`config.mk`:
```
export PLATFORM = sky130hd
export DESIGN_NAME = math_expression_master_flat
export DESIGN_NICKNAME = d
export VERILOG_FILES = /design/src/rtl/math_expression_master_pkg.sv /design/src/rtl/math_expression_master_if.sv /design/src/rtl/math_expression_master_op_fifo.sv /design/src/rtl/math_expression_master.sv /design/src/flat_wrapper.sv
export SDC_FILE = /design/constraint.sdc
export NUM_CORES = 1
export LEC_CHECK = 0
export BUFFER_PORTS_ARGS = -buffer_cell sky130_fd_sc_hd__buf_2
export CAP_MARGIN = 10
export CORE_MARGIN = 3
export CORE_UTILIZATION = 45
export DETAILED_ROUTE_END_ITERATION = 8
export PLACE_DENSITY = 0.65
export SKIP_CTS_REPAIR_TIMING = 1
export SLEW_MARGIN = 20
export SYNTH_ARGS = -nofsm -noshare
export SYNTH_HDL_FRONTEND = slang
export SYNTH_SLANG_ARGS = --single-unit
```
`constraint.sdc`:
```
create_clock -name clk -period 3.46 [get_ports clk]
set_input_delay 0.346 -clock clk [delete_from_list [all_inputs] [get_ports clk]]
set_output_delay 0.346 -clock clk [all_outputs]
set_load 0.03 [all_outputs]
```
`src/rtl/math_expression_master_pkg.sv`:
```
// rtl/math_expression_master_pkg.sv - shared types and helpers for the math_expression master
package math_expression_pkg;

    typedef enum logic [1:0] {
        IDLE = 2'd0,
        WAIT = 2'd1,
        HOLD = 2'd2
    } state_t;

    localparam int DEFAULT_W = 16;

    // Bits needed for a counter that must reach the timeout value.
    function automatic int timer_width(input int timeout);
        return $clog2(timeout + 1);
    endfunction

endpackage

```
`src/rtl/math_expression_master_if.sv`:
```
// rtl/math_expression_master_if.sv - upstream, engine and downstream signals of the master
interface math_expression_master_if #(parameter int W = 16);

    logic                in_valid;
    logic                in_ready;
    logic signed [W-1:0] in_a;
    logic signed [W-1:0] in_b;
    logic signed [W-1:0] in_c;
    logic signed [W-1:0] in_d;

    logic                eng_start;
    logic signed [W-1:0] eng_a;
    logic signed [W-1:0] eng_b;
    logic signed [W-1:0] eng_c;
    logic signed [W-1:0] eng_d;
    logic signed [W-1:0] eng_q;
    logic                eng_rmd;
    logic                eng_valid;

    logic                out_valid;
    logic                out_ready;
    logic signed [W-1:0] out_q;
    logic                out_rmd;
    logic signed [W-1:0] out_num;
    logic                out_err;

    logic                stray_err;
    logic                busy;

    modport master (
        input  in_valid, in_a, in_b, in_c, in_d,
        output in_ready,
        output eng_start, eng_a, eng_b, eng_c, eng_d,
        input  eng_q, eng_rmd, eng_valid,
        output out_valid, out_q, out_rmd, out_num, out_err,
        input  out_ready,
        output stray_err, busy
    );

    modport slave (
        output in_valid, in_a, in_b, in_c, in_d,
        input  in_ready,
        input  eng_start, eng_a, eng_b, eng_c, eng_d,
        output eng_q, eng_rmd, eng_valid,
        input  out_valid, out_q, out_rmd, out_num, out_err,
        output out_ready,
        input  stray_err, busy
    );

endinterface

```
`src/rtl/math_expression_master_op_fifo.sv`:
```
// rtl/math_expression_master_op_fifo.sv - first-word fall-through operand tuple FIFO
module op_fifo #(
    parameter int WIDTH = 64,
    parameter int DEPTH = 4
) (
    input  logic             clk,
    input  logic             reset,
    input  logic             push,
    input  logic             pop,
    input  logic [WIDTH-1:0] din,
    output logic [WIDTH-1:0] dout,
    output logic             full,
    output logic             empty
);

    localparam int AW = $clog2(DEPTH);

    logic [WIDTH-1:0] mem [DEPTH];
    logic [AW-1:0]    wr_ptr;
    logic [AW-1:0]    rd_ptr;
    logic [AW:0]      count;
    logic             do_push;
    logic             do_pop;

    assign do_push = push && !full;
    assign do_pop  = pop && !empty;
    assign full    = (count == (AW+1)'(DEPTH));
    assign empty   = (count == '0);
    assign dout    = mem[rd_ptr];

    // Pointers and occupancy; a simultaneous push and pop leaves the count alone.
    always_ff @(posedge clk or posedge reset) begin
        if (reset) begin
            wr_ptr <= '0;
            rd_ptr <= '0;
            count  <= '0;
        end else begin
            if (do_push) wr_ptr <= wr_ptr + 1'b1;
            if (do_pop)  rd_ptr <= rd_ptr + 1'b1;
            case ({do_push, do_pop})
                2'b10:   count <= count + 1'b1;
                2'b01:   count <= count - 1'b1;
                default: count <= count;
            endcase
        end
    end

    // Storage array; contents are don't-care until written, so no reset.
    always_ff @(posedge clk) begin
        if (do_push) mem[wr_ptr] <= din;
    end

endmodule

```
`src/rtl/math_expression_master.sv`:
```
// rtl/math_expression_master.sv - issues buffered operand tuples to the engine and returns results
module math_expression_master
    import math_expression_pkg::*;
#(
    parameter int W       = DEFAULT_W,
    parameter int DEPTH   = 4,
    parameter int TIMEOUT = 8
) (
    input  logic                      clk,
    input  logic                      reset,
    math_expression_master_if.master  bus
);

    localparam int TW = timer_width(TIMEOUT);

    state_t          state;
    state_t          state_nxt;
    logic [TW-1:0]   timer;
    logic            fifo_full;
    logic            fifo_empty;
    logic [4*W-1:0]  fifo_din;
    logic [4*W-1:0]  fifo_dout;
    logic            push;
    logic            issue;
    logic            cap_ok;
    logic            cap_to;
    logic            release_res;

    // Gate in_ready with reset so nothing is offered as accepted while the block is cleared.
    assign bus.in_ready = !fifo_full && !reset;
    assign push         = bus.in_valid && bus.in_ready;
    assign fifo_din     = {bus.in_a, bus.in_b, bus.in_c, bus.in_d};
    assign bus.busy     = (state != IDLE) || !fifo_empty;

    op_fifo #(
        .WIDTH (4*W),
        .DEPTH (DEPTH)
    ) u_fifo (
        .clk   (clk),
        .reset (reset),
        .push  (push),
        .pop   (issue),
        .din   (fifo_din),
        .dout  (fifo_dout),
        .full  (fifo_full),
        .empty (fifo_empty)
    );

    // State register.
    always_ff @(posedge clk or posedge reset) begin
        if (reset) state <= IDLE;
        else       state <= state_nxt;
    end

    // Next state and one-cycle control strobes; engine response beats the timeout.
    always_comb begin
        state_nxt   = state;
        issue       = 1'b0;
        cap_ok      = 1'b0;
        cap_to      = 1'b0;
        release_res = 1'b0;
        case (state)
            IDLE: begin
                if (!fifo_empty) begin
                    issue     = 1'b1;
                    state_nxt = WAIT;
                end
            end
            WAIT: begin
                if (bus.eng_valid) begin
                    cap_ok    = 1'b1;
                    state_nxt = HOLD;
                end else if (timer == TW'(TIMEOUT - 1)) begin
                    cap_to    = 1'b1;
                    state_nxt = HOLD;
                end
            end
            HOLD: begin
                if (bus.out_ready) begin
                    release_res = 1'b1;
                    state_nxt   = IDLE;
                end
            end
            default: state_nxt = IDLE;
        endcase
    end

    // Watchdog timer: cleared on issue, counts every cycle spent waiting.
    always_ff @(posedge clk or posedge reset) begin
        if (reset)              timer <= '0;
        else if (issue)         timer <= '0;
        else if (state == WAIT) timer <= timer + 1'b1;
    end

    // Engine-side registers: start pulse and operands that stay put until the next issue.
    always_ff @(posedge clk or posedge reset) begin
        if (reset) begin
            bus.eng_start <= 1'b0;
            bus.eng_a     <= '0;
            bus.eng_b     <= '0;
            bus.eng_c     <= '0;
            bus.eng_d     <= '0;
        end else begin
            bus.eng_start <= issue;
            if (issue) {bus.eng_a, bus.eng_b, bus.eng_c, bus.eng_d} <= fifo_dout;
        end
    end

    // Result registers: capture from engine or timeout, hold until downstream accepts.
    always_ff @(posedge clk or posedge reset) begin
        if (reset) begin
            bus.out_valid <= 1'b0;
            bus.out_q     <= '0;
            bus.out_rmd   <= 1'b0;
            bus.out_num   <= '0;
            bus.out_err   <= 1'b0;
        end else if (cap_ok) begin
            bus.out_valid <= 1'b1;
            bus.out_q     <= bus.eng_q;
            bus.out_rmd   <= bus.eng_rmd;
            bus.out_num   <= {bus.eng_q[W-2:0], bus.eng_rmd};
            bus.out_err   <= 1'b0;
        end else if (cap_to) begin
            bus.out_valid <= 1'b1;
            bus.out_q     <= '0;
            bus.out_rmd   <= 1'b0;
            bus.out_num   <= '0;
            bus.out_err   <= 1'b1;
        end else if (release_res) begin
            bus.out_valid <= 1'b0;
            bus.out_err   <= 1'b0;
        end
    end

    // Sticky flag for engine ticks that arrive when no transaction is waiting.
    always_ff @(posedge clk or posedge reset) begin
        if (reset)                               bus.stray_err <= 1'b0;
        else if (bus.eng_valid && state != WAIT) bus.stray_err <= 1'b1;
    end

endmodule
```
`src/flat_wrapper.sv`:
```
// flat-port wrapper written by rule: the top's interface ports become plain ports
module math_expression_master_flat import math_expression_pkg::*;
#(
    parameter int W       = DEFAULT_W,
    parameter int DEPTH   = 4,
    parameter int TIMEOUT = 8
)
  (clk, reset, bus_in_valid, bus_in_a, bus_in_b, bus_in_c, bus_in_d, bus_in_ready, bus_eng_start, bus_eng_a, bus_eng_b, bus_eng_c, bus_eng_d, bus_eng_q, bus_eng_rmd, bus_eng_valid, bus_out_valid, bus_out_q, bus_out_rmd, bus_out_num, bus_out_err, bus_out_ready, bus_stray_err, bus_busy);
  math_expression_master_if #(.W(W)) bus_i ();
  input  logic clk;
  input  logic reset;
  input wire logic [$bits(bus_i.in_valid)-1:0] bus_in_valid;
  input wire logic [$bits(bus_i.in_a)-1:0] bus_in_a;
  input wire logic [$bits(bus_i.in_b)-1:0] bus_in_b;
  input wire logic [$bits(bus_i.in_c)-1:0] bus_in_c;
  input wire logic [$bits(bus_i.in_d)-1:0] bus_in_d;
  output wire logic [$bits(bus_i.in_ready)-1:0] bus_in_ready;
  output wire logic [$bits(bus_i.eng_start)-1:0] bus_eng_start;
  output wire logic [$bits(bus_i.eng_a)-1:0] bus_eng_a;
  output wire logic [$bits(bus_i.eng_b)-1:0] bus_eng_b;
  output wire logic [$bits(bus_i.eng_c)-1:0] bus_eng_c;
  output wire logic [$bits(bus_i.eng_d)-1:0] bus_eng_d;
  input wire logic [$bits(bus_i.eng_q)-1:0] bus_eng_q;
  input wire logic [$bits(bus_i.eng_rmd)-1:0] bus_eng_rmd;
  input wire logic [$bits(bus_i.eng_valid)-1:0] bus_eng_valid;
  output wire logic [$bits(bus_i.out_valid)-1:0] bus_out_valid;
  output wire logic [$bits(bus_i.out_q)-1:0] bus_out_q;
  output wire logic [$bits(bus_i.out_rmd)-1:0] bus_out_rmd;
  output wire logic [$bits(bus_i.out_num)-1:0] bus_out_num;
  output wire logic [$bits(bus_i.out_err)-1:0] bus_out_err;
  input wire logic [$bits(bus_i.out_ready)-1:0] bus_out_ready;
  output wire logic [$bits(bus_i.stray_err)-1:0] bus_stray_err;
  output wire logic [$bits(bus_i.busy)-1:0] bus_busy;
  assign bus_i.in_valid = bus_in_valid;
  assign bus_i.in_a = bus_in_a;
  assign bus_i.in_b = bus_in_b;
  assign bus_i.in_c = bus_in_c;
  assign bus_i.in_d = bus_in_d;
  assign bus_in_ready = bus_i.in_ready;
  assign bus_eng_start = bus_i.eng_start;
  assign bus_eng_a = bus_i.eng_a;
  assign bus_eng_b = bus_i.eng_b;
  assign bus_eng_c = bus_i.eng_c;
  assign bus_eng_d = bus_i.eng_d;
  assign bus_i.eng_q = bus_eng_q;
  assign bus_i.eng_rmd = bus_eng_rmd;
  assign bus_i.eng_valid = bus_eng_valid;
  assign bus_out_valid = bus_i.out_valid;
  assign bus_out_q = bus_i.out_q;
  assign bus_out_rmd = bus_i.out_rmd;
  assign bus_out_num = bus_i.out_num;
  assign bus_out_err = bus_i.out_err;
  assign bus_i.out_ready = bus_out_ready;
  assign bus_stray_err = bus_i.stray_err;
  assign bus_busy = bus_i.busy;
  math_expression_master #(.W(W), .DEPTH(DEPTH), .TIMEOUT(TIMEOUT)) u_core (.clk(clk), .reset(reset), .bus(bus_i));
endmodule
```
==> flow_metrics.tcl, run 1 <==
set metrics [dict create \
    run_status "complete, but fails checks" \
    failed_checks "negative hold slack" \
    die_w_um 178 \
    globalplace.congestion 0.799 \
    post_drt_wl_per_cell_um 21.1 \
    antenna_found_initial 5 \
    biggest_fanout_along_the_worst_timing_path 39 \
    crit_chain "nor2_1, a211oi_2, and2_4, buf_4" \
    vias_per_inst 5.22 \
    power-per-cell-area_nw_per_um2 967 \
    cap_viol_max_count 0 \
    final-seq-area_um2 10100 \
    hold_viol 32 \
    grt_overflow_total 0 \
    final_layout_size_suffix_gt1_share_pct 47.9 \
    routed_wl_mm 25.7 \
    timing.critical_path.slowest_stage_cell "sky130_fd_sc_hd__and2_4" \
    synth_cells 604 \
    cts_num_sinks 354 \
    timing_worst_setup_path_type "reg2reg" \
    critPathLaunchType "flop" \
    fin_tns_setup_ns 0 \
    final-setup-viol-count 0 \
    grtUsageTotal_pct 16.3 \
    synth_cell_types 37 \
    syn_nets 697 \
    drv_slew 0 \
    detail_route.iter0.violations 381 \
    number_of_buffers_created_by_cts 36 \
    dieArea_um2 31800 \
    topRoutingLayerUsed "met5" \
    p_leak_nw 6.00 \
    met3_wirelength_mm 1.32 \
    ys_seq_elements 354 \
    vias 6343 \
    most-common-layout-cells "sky130_fd_sc_hd__edfxtp_1 (256), sky130_fd_sc_hd__buf_2 (188), sky130_fd_sc_hd__dfrtp_1 (96)" \
    cts_max_path_buffers 3 \
    pin_count 189 \
    dr_wl_met2_mm 13.3 \
    first_global_vias 6832 \
    grt_pass1_wl_mm 39.5 \
    n_fill_cell 2308 \
    drc 0 \
    final.hold.worst_slack_ns -0.0277 \
    fin_skew_ns 0.0147 \
    final_period_minus_worst_setup_slack_ns 2.43 \
    max_slew_margin_pct 31.6 \
    synth_warnings 0 \
    timing.critical_path.to_type "flop" \
    drt-met1-wl_mm 10.4 \
    clock.fmax_mhz 411 \
    post_synth.cell_area_avg_um2 22.1 \
    detailedPlacementHpwl_mm 16.0 \
    seq_area_frac_synth_pct 75.9 \
    layout_commonest_cell "sky130_fd_sc_hd__edfxtp_1" \
    cts_htree_levels 2 \
    final_antenna_net_count 0 \
    multi_input_comb_area_um2 2880 \
    arrival_ns 2.62 \
    netlist_area_um2 13400 \
    dpl-instance-area_um2 14600 \
    vertical_die_dimension_um 178 \
    hold_class "in2async" \
    area_growth_syn_to_layout_pct 18.6 \
    drt_pass1_iterations 4 \
    worst_ep_required_time_ns 3.65 \
    finish.net_count 892 \
    std_cell_rows 62 \
    crit_path_max_incr_delay_ns 0.65 \
    irDropWorstVdd_mv 0.566 \
    core_area_um2 29000 \
    start_util_pct 46.0 \
    period_share_pct 70.3 \
    finish.instance_area_um2 15800 \
    cts_tree "done" \
    clockRootBuffer "sky130_fd_sc_hd__clkbuf_16" \
    clk_pin_slew_ns 0.06 \
    maximum_number_of_pins_on_one_net_before_global_route_repair 66 \
    clock_latency_ns 0.51 \
    final_core_util_pct 54.6 \
    worst_pin_slew_ns 1.03 \
    io_buffer_count 188 \
    rsz0062_at_grt "false" \
]
## worst max-delay path: cells and delay by family (launching register included)
kind | cells | cell delay, ns
AOI/OAI and AO/OA | 1 | 0.54
DFF | 1 | 0.45
buffers and inverters | 1 | 0.35
and+or+nand+nor | 2 | 0.75
## cell usage after synthesis (all sizes together)
cell type,count,share of area [%]
nand2,4,0.11
nor3,1,0.12
mux2i,2,0.15
o21ai,5,0.22
nand3b,1,0.056
ha,6,0.56
and2,5,0.23
o22ai,1,0.047
clkbuf,4,0.11
nand3,1,0.037
xnor2,5,0.33
a21oi,5,0.19
o31ai,1,0.056
mux4,64,11
nor2b,1,0.047
buf,36,2.1
edfxtp,256,58
dfrtp,98,18
and3b,1,0.066
a22o,17,1.1
mux2,65,6.6
fa,1,0.15
xor2,2,0.13
o21a,1,0.056
nor2,3,0.084
nand2b,3,0.16
inv,12,0.34
a211oi,2,0.15
a21o,1,0.056
## registers in the layout, indices dropped and copies added (netlist names)
register / count
u_core.bus.stray_err: 1
u_core.bus.out_err: 1
u_core.bus.eng_d: 16
u_core.u_fifo.mem: 256
u_core.bus.out_rmd: 1
u_core.u_fifo.count: 3
u_core.u_fifo.wr_ptr: 2
u_core.u_fifo.rd_ptr: 2
u_core.bus.out_num: 14
u_core.timer: 4
u_core.bus.eng_start: 1
u_core.bus.out_q: 2
u_core.state: 2
u_core.bus.eng_c: 16
u_core.bus.out_valid: 1
u_core.bus.eng_b: 16
u_core.bus.eng_a: 16
## metrics by stage
stage	cells	total power (W)	setup WS [ns]
after detailed placement	1145	0.0115	1.00
after floorplan	604	0.0102	0.552
after global placement	1145	0.0113	1.11
final	1215	0.0153	1.03
after global routing	1214	0.0160	0.866
after CTS	1211	0.0155	0.986
## power breakdown
part           internal, W  switching, W  leakage [nW]  total (W)
combinational      0.00234       0.00267          1.90    0.00501
clock              0.00244       0.00155         0.612    0.00399
sequential         0.00551      0.000791          3.49    0.00631
total               0.0103       0.00501          6.00     0.0153
## logic make-up after synthesis
group	synth area share, %
fa+ha+maj	0.712
simple gates	0.918
xor+xnor	0.459
buf+inv	2.55
flops	75.9
mux	17.5
compound gates	1.88
## worst paths after layout
path	slack, ns	startpoint	to	cells past startpoint
setup / recovery	1.03	u_core.u_fifo.count[0]	u_core.u_fifo.mem[1][37]	4
hold / removal	-0.03	reset	u_core.u_fifo.count[0]	2
setup reg to reg	1.03	u_core.u_fifo.count[0]	u_core.u_fifo.mem[1][37]	4
hold reg to reg	0.49	u_core.bus.stray_err	u_core.bus.stray_err	1
max in group asynchronous	2.65	reset	u_core.timer[3]	3
min in group clk	0.05	bus_in_d[3]	u_core.u_fifo.mem[3][3]	1
## final cells by class
class | instances | share of cell area [%]
clock inverters | 13 | 1.11
diodes | 4 | 0.0632
flip-flops and latches | 354 | 64.1
repair buffers | 197 | 6.45
well taps | 384 | 3.03
multi-input cells | 198 | 18.2
inverters | 12 | 0.316
clock buffers | 53 | 6.73
## layer usage
| layer | GRT usage (%) | vias to the layer above |
|---|---|---|
| li1 | - | 2789 |
| met3 | 3.24 | 48 |
| met2 | 27.5 | 190 |
| met1 | 21.4 | 3312 |
| met5 | 0 | - |
| met4 | 5.45 | 4 |
Note: power is estimated with default switching activity, not from simulation.
==> inputs of run 2 (changes only) <==
Settings changed: ABC_AREA set to 1, PLACE_DENSITY 0.65 to not set.
Clock period 3.46 ns to 2.24 ns, I/O delays scaled along.
==> run 2 against run 1 <==
  * The run now ends clean
  * Power is 60% higher
  * Setup slack worse by 0.56 ns
  * Synthesized cell count is 140% higher
  * Non-clock buffer count is 96 higher
  * Hold slack better by 0.042 ns
  * Critical path depth is 2 higher
  * Die area is 11% higher
  * Area after synthesis is 11% higher
  * Register-to-register slack worse by 0.56 ns
  * Critical path type unchanged
  * Largest power group is now combinational logic
==> flow_metrics.tcl, run 2 <==
set metrics [dict create \
    biggest_fanout_along_the_worst_timing_path 50 \
    worst_ep_required_time_ns 2.42 \
    cts_htree_levels 2 \
    seq_area_frac_synth_pct 68.3 \
    clock.fmax_mhz 564 \
    detail_route.iter0.violations 503 \
    p_switching_w 0.00951 \
    drv_slew 0 \
    synthFlopType "sky130_fd_sc_hd__edfxtp_1" \
    use_met3_pct 4.37 \
    synth_common_cells "sky130_fd_sc_hd__nand2_1 (571), sky130_fd_sc_hd__inv_1 (273), sky130_fd_sc_hd__edfxtp_1 (256)" \
    final-setup-viol-count 0 \
    globalplace.congestion 0.716 \
    post_drt_wl_per_cell_um 14.8 \
    cap_viol_max_count 0 \
    synthMostInstantiatedCell "sky130_fd_sc_hd__nand2_1" \
    antenna_found_initial 1 \
    irDropWorstVdd_mv 1.30 \
    worst_pin_slew_ns 0.895 \
    core_area_um2 32000 \
    die_w_um 188 \
    max_slew_margin_pct 40.3 \
    start_util_pct 46.3 \
    hold_viol 0 \
    run_status "finished, final reports clean" \
    maximum_number_of_pins_on_one_net_before_global_route_repair 130 \
    power-per-cell-area_nw_per_um2 1330 \
    synth_cell_types 28 \
    top_usage_layer "met2" \
    first_global_vias 9764 \
    cp_num_buf_inv 2 \
    crit_path_max_incr_delay_ns 0.42 \
    arrival_ns 1.95 \
    p_total_w 0.0245 \
    drt_pass1_iterations 5 \
    final_antenna_net_count 0 \
    vertical_die_dimension_um 188 \
    syn_nets 1562 \
    timing_worst_setup_path_type "reg2reg" \
    fin_skew_ns 0.00936 \
    grtUsageTotal_pct 18.4 \
    final-seq-area_um2 10100 \
    pin_count 189 \
    reg_with_most_ffs "u_core.u_fifo.mem" \
    final_period_minus_worst_setup_slack_ns 1.77 \
    cpLargestDelayFamily "buffers and inverters" \
    global_route.usage.met2_pct 32.0 \
    final_layout_size_suffix_gt1_share_pct 16.4 \
    post_synth.cell_area_avg_um2 10.1 \
    std_cell_rows 65 \
    n_fill_cell 2749 \
    grt_pass1_wl_mm 52.0 \
    largest_register_ff_count 256 \
    number_of_buffers_created_by_cts 38 \
    clk_pin_slew_ns 0.06 \
    finish.net_count 1821 \
    power.share.sequential_pct 37.1 \
    multi_input_comb_area_um2 3260 \
    clockRootBuffer "sky130_fd_sc_hd__clkbuf_16" \
    cts_max_path_buffers 3 \
    dieArea_um2 35200 \
    synth_cells 1469 \
    area_growth_syn_to_layout_pct 23.8 \
    share_clk_of_total_power_pct 25.4 \
    cts_tree "done" \
    detailedPlacementHpwl_mm 17.6 \
    hold_class "in2reg" \
    most-common-layout-cells "sky130_fd_sc_hd__nand2_1 (571), sky130_fd_sc_hd__inv_1 (271), sky130_fd_sc_hd__edfxtp_1 (256)" \
    antennaDiodeCount 0 \
    clock_latency_ns 0.51 \
    rsz0062_at_grt "false" \
    vias_per_inst 4.54 \
    netlist_area_um2 14800 \
    period_share_pct 79.2 \
    crit_chain "nor2_4, nand2_1, nand3_1, buf_4, nor2_4, buf_12" \
    cts_num_sinks 354 \
    async_reset_ff_share_pct 27.7 \
    drc 0 \
    routed_wl_mm 32.5 \
    power.switching_fraction_pct 38.9 \
    stdcell_count 2193 \
    timing.critical_path.to_type "flop" \
    grt_overflow_total 0 \
    share_comb_of_total_power_pct 37.5 \
    io_buffer_count 188 \
    ys_seq_elements 354 \
    synthDominantAreaCellType "sky130_fd_sc_hd__edfxtp_1" \
    timing.critical_path.slowest_stage_cell "sky130_fd_sc_hd__dfrtp_1" \
    p_leak_nw 8.89 \
    vias 9948 \
    internal_power_summed_over_all_cells_w 0.0150 \
    cpMostUsedCell "sky130_fd_sc_hd__nor2_4" \
    fin_tns_setup_ns 0 \
    layout_commonest_cell "sky130_fd_sc_hd__nand2_1" \
    netlist.area_leader.share_pct 51.8 \
    synth_enable_flop_cells 256 \
    globalRouteMet1Util_pct 23.5 \
    critPathLaunchType "flop" \
    top_cells_by_area_synth "sky130_fd_sc_hd__edfxtp_1 (52%), sky130_fd_sc_hd__dfrtp_1 (17%), sky130_fd_sc_hd__nand2_1 (14%)" \
    synth_warnings 0 \
    post-place-cells 2040 \
]
-- run 2: tightest hold or removal path, stage by stage --
cell                      delay [ns]
sky130_fd_sc_hd__buf_2          0.10
sky130_fd_sc_hd__nor2_2         0.05
sky130_fd_sc_hd__nand2_1        0.07
sky130_fd_sc_hd__nand2_1        0.05
-- run 2: cell families (layout without fill, tap and decap cells) --
kind of cell / Yosys count / in the layout / share of synthesized area (%)
AND/OR/NAND/NOR: 747 / 747 / 20.6
XOR/XNOR: 4 / 4 / 0.236
AO/OA/AOI/OAI: 5 / 5 / 0.185
buffers and inverters: 352 / 641 / 10.0
adder cells (fa/ha/maj): 7 / 7 / 0.641
flip-flops: 354 / 354 / 68.3
-- run 2: layer usage --
layer / share of wire [%] / vias up
li1: - / 5067
met1: 44 / 4600
met2: 49 / 226
met3: 5.5 / 53
met4: 1.8 / 2
met5: 0.022 / -
-- run 2: final timing paths --
check | endpoint | startpoint | cells past startpoint | slack (ns)
worst min register to register | u_core.bus.eng_c[7] | u_core.bus.eng_c[7] | 2 | 0.47
max in group asynchronous | u_core.u_fifo.rd_ptr[0] | reset | 4 | 1.29
min in group asynchronous | u_core.bus.eng_a[15] | reset | 4 | 0.51
worst max-delay path | u_core.u_fifo.mem[1][33] | u_core.u_fifo.count[0] | 6 | 0.47
worst max register to register | u_core.u_fifo.mem[1][33] | u_core.u_fifo.count[0] | 6 | 0.47
worst min-delay path | u_core.state[0] | bus_eng_valid | 4 | 0.01
-- run 2: power by group through the flow --
stage,registers [W],clock network [W],logic (W)
6_report,0.00907,0.00621,0.00918
5_1_grt,0.00922,0.00667,0.0103
4_1_cts,0.00908,0.00638,0.00924
3_5_place_dp,0.00919,0,0.00921
3_3_place_gp,0.00918,0,0.00908
2_1_floorplan,0.0105,0,0.00528
-- run 2: area by class of cell --
cell class	count	area share (%)
clock buffer	57	6.08
multi-input combinational	763	17.7
tap	435	2.96
inverter	278	5.73
sequential	354	55.2
clock inverter	13	0.743
timing repair buffer	293	11.5
-- run 2: metrics by stage --
step                hold slack, ns  setup WS, ns  cell area [um2]  utilization (%)
finish                      0.0141         0.466            18400             57.3
global route                0.0156         0.312            18400             57.3
CTS                         -0.106         0.425            17500             54.7
detailed placement           0.432         0.430            16300             50.8
global placement             0.432         0.491            16300             50.8
floorplan                    0.323         -1.27            14900                -
